## src/rtl/vote_result_resolver.sv

```systemverilog
// Vote result resolver.
//
// Snapshots four candidate tallies on a start request in result mode, scans
// them one entry per clock, then presents the winner on a valid/ack handshake.
//
// Ports:
//   clk            system clock, rising edge
//   reset          asynchronous active-low reset
//   mode           0 = voting mode, 1 = result mode
//   start          resolve request, level-sampled
//   cand1..4_vote  per-candidate tallies (index 0..3)
//   ack            consumer has taken the result
//   busy           high while scanning
//   result_valid   high while the result is presented
//   winner         index of the highest tally (lowest index on a tie)
//   winner_count   highest tally value
//   tie            two or more candidates share a nonzero maximum
//   no_votes       all tallies are zero
//   total_votes    sum of the four tallies
module vote_result_resolver #(
  parameter int unsigned CNT_W       = 8,
  parameter int unsigned HOLD_CYCLES = 0
) (
  input  logic             clk,
  input  logic             reset,
  input  logic             mode,
  input  logic             start,
  input  logic [CNT_W-1:0] cand1_vote,
  input  logic [CNT_W-1:0] cand2_vote,
  input  logic [CNT_W-1:0] cand3_vote,
  input  logic [CNT_W-1:0] cand4_vote,
  input  logic             ack,
  output logic             busy,
  output logic             result_valid,
  output logic [1:0]       winner,
  output logic [CNT_W-1:0] winner_count,
  output logic             tie,
  output logic             no_votes,
  output logic [CNT_W+1:0] total_votes
);

  localparam int unsigned HW = (HOLD_CYCLES > 1) ? $clog2(HOLD_CYCLES) : 1;
  localparam logic [HW-1:0] HoldLast = HW'((HOLD_CYCLES > 0) ? HOLD_CYCLES - 1 : 0);

  typedef enum logic [1:0] {StIdle, StScan, StDone} state_e;

  state_e                  state_q, state_d;
  logic [2:0]              idx_q, idx_d;
  logic [3:0][CNT_W-1:0]   snap_q, snap_d;
  logic [1:0]              winner_q, winner_d;
  logic [CNT_W-1:0]        count_q, count_d;
  logic                    tie_q, tie_d;
  logic                    no_votes_q, no_votes_d;
  logic [CNT_W+1:0]        total_q, total_d;
  logic [HW-1:0]           hold_q, hold_d;

  logic [CNT_W-1:0]        entry;
  logic                    hold_done;

  always_comb begin
    state_d    = state_q;
    idx_d      = idx_q;
    snap_d     = snap_q;
    winner_d   = winner_q;
    count_d    = count_q;
    tie_d      = tie_q;
    no_votes_d = no_votes_q;
    total_d    = total_q;
    hold_d     = hold_q;
    entry      = snap_q[idx_q[1:0]];
    hold_done  = (HOLD_CYCLES != 0) && (hold_q == HoldLast);

    case (state_q)
      StIdle: begin
        if (start && mode) begin
          snap_d     = {cand4_vote, cand3_vote, cand2_vote, cand1_vote};
          winner_d   = '0;
          count_d    = '0;
          tie_d      = 1'b0;
          no_votes_d = 1'b0;
          total_d    = '0;
          idx_d      = '0;
          state_d    = StScan;
        end
      end

      StScan: begin
        if (!mode) begin
          // Abort: drop partial results so nothing stale is shown.
          winner_d   = '0;
          count_d    = '0;
          tie_d      = 1'b0;
          no_votes_d = 1'b0;
          total_d    = '0;
          idx_d      = '0;
          state_d    = StIdle;
        end else if (idx_q == 3'd4) begin
          // Commit cycle after the last entry; a zero maximum is never a tie.
          no_votes_d = (total_q == '0);
          if (count_q == '0) tie_d = 1'b0;
          hold_d     = '0;
          idx_d      = '0;
          state_d    = StDone;
        end else begin
          if (idx_q == 3'd0) begin
            count_d  = entry;
            winner_d = 2'd0;
            tie_d    = 1'b0;
            total_d  = {2'b00, entry};
          end else begin
            if (entry > count_q) begin
              count_d  = entry;
              winner_d = idx_q[1:0];
              tie_d    = 1'b0;
            end else if (entry == count_q) begin
              tie_d = 1'b1;
            end
            total_d = total_q + {2'b00, entry};
          end
          idx_d = idx_q + 3'd1;
        end
      end

      StDone: begin
        if (ack || !mode || hold_done) begin
          hold_d  = '0;
          state_d = StIdle;
        end else if (HOLD_CYCLES != 0) begin
          hold_d = hold_q + HW'(1);
        end
      end

      default: state_d = StIdle;
    endcase
  end

  always_ff @(posedge clk or negedge reset) begin
    if (!reset) begin
      state_q    <= StIdle;
      idx_q      <= '0;
      snap_q     <= '0;
      winner_q   <= '0;
      count_q    <= '0;
      tie_q      <= 1'b0;
      no_votes_q <= 1'b0;
      total_q    <= '0;
      hold_q     <= '0;
    end else begin
      state_q    <= state_d;
      idx_q      <= idx_d;
      snap_q     <= snap_d;
      winner_q   <= winner_d;
      count_q    <= count_d;
      tie_q      <= tie_d;
      no_votes_q <= no_votes_d;
      total_q    <= total_d;
      hold_q     <= hold_d;
    end
  end

  assign busy         = (state_q == StScan);
  assign result_valid = (state_q == StDone);
  assign winner       = winner_q;
  assign winner_count = count_q;
  assign tie          = tie_q;
  assign no_votes     = no_votes_q;
  assign total_votes  = total_q;

endmodule

```

## config.mk

```make
export PLATFORM = sky130hd
export DESIGN_NAME = vote_result_resolver
export DESIGN_NICKNAME = d
export VERILOG_FILES = /design/src/rtl/vote_result_resolver.sv
export SDC_FILE = /design/constraint.sdc
export NUM_CORES = 1
export LEC_CHECK = 0
export BUFFER_PORTS_ARGS = -buffer_cell sky130_fd_sc_hd__buf_4
export CORE_MARGIN = 8
export CORE_UTILIZATION = 50
export DETAILED_ROUTE_END_ITERATION = 10
export PLACE_DENSITY = 0.78
export SYNTH_ARGS = -nofsm -noshare
export SYNTH_HDL_FRONTEND = slang
export SYNTH_SLANG_ARGS = --single-unit
```

## constraint.sdc

```tcl
create_clock -name clk -period 2.6 [get_ports clk]
set_clock_uncertainty 0.05 [all_clocks]
set_input_delay 0.52 -clock clk [delete_from_list [all_inputs] [get_ports clk]]
set_output_delay 0.52 -clock clk [all_outputs]
set_load 0.01 [all_outputs]
```

==> metrics.md <==
| Metric | Value |
|---|---|
| Dpl cells | `431` |
| Routed Antenna Nets | `0` |
| Fin. Hold Viols | `0` |
| WL/cell | `18.31 µm` |
| Worst hold slack | `0.1836 ns` |
| Clock sink count | `59` |
| Later-pin clock latency in the skew report | `0.34 ns` |
| Via count | `2583` |
| Global Route Usage Sum | `16.76%` |
| Multiplexer area fraction after synthesis | `20.56%` |
| Reg area | `1478 µm²` |
| Initial antenna violation count | `0` |
| Die area | `9334 µm²` |
| First-pass GRT wire length | `12980 µm` |
| RSZ-0062 raised after global routing | `true` |
| Reg-to-reg endpoint | `winner_count[6]$_DFFE_PN0P_` |
| Failing checks | `setup timing` |
| XOR/XNOR share of the synthesized area | `0.5391%` |
| Final net count | `424` |
| Most frequent cells in the layout | `82 x buf_4, 58 x dfrtp_1, 32 x mux2_2` |
| Worst-Margin Slew | `0.7324 ns` |
| Fillers | `488` |
| Worst-path fanout max | `10` |
| Share of cells above drive strength 1 | `45.16%` |
| Synth Area in Adders | `7.547%` |
| Setup WS pre-CTS | `-0.08974 ns` |
| DP Wirelength | `5867 µm` |
| Net Count, Synth | `340` |
| Asr flop ratio synth | `100.0%` |
| Final worst-path cycle share | `103.4%` |
| Crit path kind | `flop to flop` |
| Post-route setup slack | `-0.08769 ns` |
| Drt drc | `0` |
| Dpl cell area | `3916 µm²` |
| WL final | `8222 µm` |
| Pwr/cell area | `910.5 nW/µm²` |
| CORE AREA | `6314 µm²` |
| Peak VDD IR | `0.0004882 V` |
| Setup Viol. Count Final | `13` |
| CTS H-Tree Depth | `3` |
| Yosys cell types | `48` |
| Grt ovf | `0` |
| Post-route insts no fill | `449` |
| Startpoint types | `flop` |
| Global placer's final weighted congestion | `0.8976` |
| Number of flops mapped to enable cells by yosys | `0` |
| Reg clk slew, reported paths | `0.07 ns` |
| Starting Density | `51.47%` |
| Status | `finished with violations` |
| DR vias/cell | `5.753` |
| Prevailing post-synth register cell | `dfrtp_1` |
| Post-synthesis compound-gate area fraction | `10.86%` |
| CTS tree | `done` |
| Flop-to-flop setup slack | `-0.09 ns` |
| Largest family of logic cells by synthesized area | `multiplexers` |
| Slew margin rel. | `51.18%` |
| Max_cap viols | `0` |
| Cell Rows | `29` |
| PortBufs | `60` |
| Crit. Startpoint | `idx_q[0]$_DFFE_PN0P_` |
| Clock Tree Root | `clkbuf_8` |
| CP endpoint | `winner_count[6]$_DFFE_PN0P_` |
| Reg2reg start | `idx_q[0]$_DFFE_PN0P_` |
| Area of the multi-input gates | `1748 µm²` |
| Initial drt markers | `124` |
| Commonest non-fill, non-tap cell in the layout | `buf_4` |
| Clock Tree Buf Depth | `2` |
| Critical path capture point type | `flop` |
| Sequential cell area fraction in the yosys report | `45.44%` |
| Area delta synth->final | `31.31%` |
| Hold crit path type | `input port to async pin` |
| F_max | `372.1 MHz` |
| Pin count of the biggest net entering global routing | `60` |
| Vias in the first global route | `2692` |
| First drt pass iteration count | `4` |
| Setup_tns | `-0.6662 ns` |
| Total power | `3.885 mW` |
| Final Slew Violations | `0` |
| Reg2reg path depth | `10` |
| Die W | `96.62 µm` |
| Crit path DAT | `2.89 ns` |
| Synth Register Bits | `59` |
| Post-synthesis simple-gate area fraction | `10.70%` |
| Cell area after layout | `4267 µm²` |
| Final core utilization | `67.58%` |
| Final Critical Period | `2.688 ns` |
| P_leak | `1.922 nW` |
| Synth Cell Area | `3249 µm²` |
| CP required | `2.80 ns` |
| Cell count after synthesis | `284` |
| CTS Buf Count | `9` |
| Die H | `96.62 µm` |
| Ant. Diodes | `0` |
| Num ports | `61` |
| YS warnings | `0` |
| Avg Inst Size Synth | `11.44 µm²` |
[synthesized netlist by cell type, types with 3 or more instances]
master	number	area share, %
nor2_1	11	1.3
clkbuf_1	4	0.46
mux4_1	7	5.7
mux2_2	32	11
nand3_1	4	0.62
nor4_1	5	0.96
nand2_1	21	2.4
dfrtp_1	59	45
buf_2	5	0.77
inv_1	19	2.2
nand2b_1	4	0.77
nor2b_1	9	1.7
a32oi_1	5	1.3
nor3_1	3	0.46
mux2i_1	9	2.8
a21o_1	3	0.69
ha_1	18	6.9
a21oi_1	16	2.5
a211oi_1	3	0.69
o21ai_0	12	1.8
[worst min-delay path by stage]
stage | start | end | slack (ns) | cells after the start
finish | reset | total_votes[2]$_DFFE_PN0P_ | 0.18 | 1
global placement | no_votes$_DFFE_PN0P_ | no_votes$_DFFE_PN0P_ | 0.43 | 1
floorplan | reset | idx_q[0]$_DFFE_PN0P_ | 0.17 | 0
CTS | reset | total_votes[2]$_DFFE_PN0P_ | 0.22 | 1
detailed placement | no_votes$_DFFE_PN0P_ | no_votes$_DFFE_PN0P_ | 0.44 | 1
global route | reset | total_votes[2]$_DFFE_PN0P_ | 0.25 | 1
[metal layers]
| layer | GRT usage, % | up-vias | part of all wire, % |
|---|---|---|---|
| met2 | 26.41 | 76 | 48 |
| li1 | - | 1195 | - |
| met4 | 8.166 | 0 | 2.6 |
| met1 | 20.83 | 1291 | 44 |
| met5 | 0 | - | 0 |
| met3 | 4.339 | 21 | 5.0 |
[worst max-delay path, stage by stage (launching register included)]
cell and delay [ns]:
dfrtp_2 0.43, buf_12 0.13, mux4_1 0.60, ha_1 0.32
nand4_1 0.17, nor2_2 0.17, nor2_1 0.08, o31ai_2 0.22
a21oi_2 0.08, buf_12 0.17, mux2i_2 0.18
[area by class of cell]
type | instances | area share, %
clock buffers | 11 | 3.314
clock inverters | 4 | 1.202
inverters | 19 | 1.672
multi-input cells | 194 | 40.97
flip-flops and latches | 59 | 34.63
well taps | 77 | 2.258
repair buffers | 85 | 15.95
[power breakdown]
part | switching, mW | internal (mW)
sequential | 0.173 | 1.11
clock | 0.369 | 0.463
combinational | 0.832 | 0.938
[flip-flops by register name, indices dropped and copies added, names as in the netlist]
| signal | cells |
|---|---|
| state_q | 2 |
| tie | 1 |
| winner | 2 |
| idx_q | 3 |
| no_votes | 1 |
| winner_count | 8 |
| snap_q | 32 |
| total_votes | 10 |
[repair_timing]
action	4_1_cts	5_1_grt
pin swaps	0	13
cloned	0	1
hold buffers	0	0
gates resized for setup	2	26
buffers inserted	0	3
endpoints found under the setup margin	14	16
[logic make-up after synthesis]
| kind of cell | Yosys count |
|---|---|
| AOI/OAI and AO/OA | 55 |
| adders and majority gates | 19 |
| xor gates and xnor gates | 2 |
| muxes | 50 |
| and+or+nand+nor | 68 |
| buffers and inverters | 31 |
| DFF | 59 |
Power figures use the tool's default switching activity.
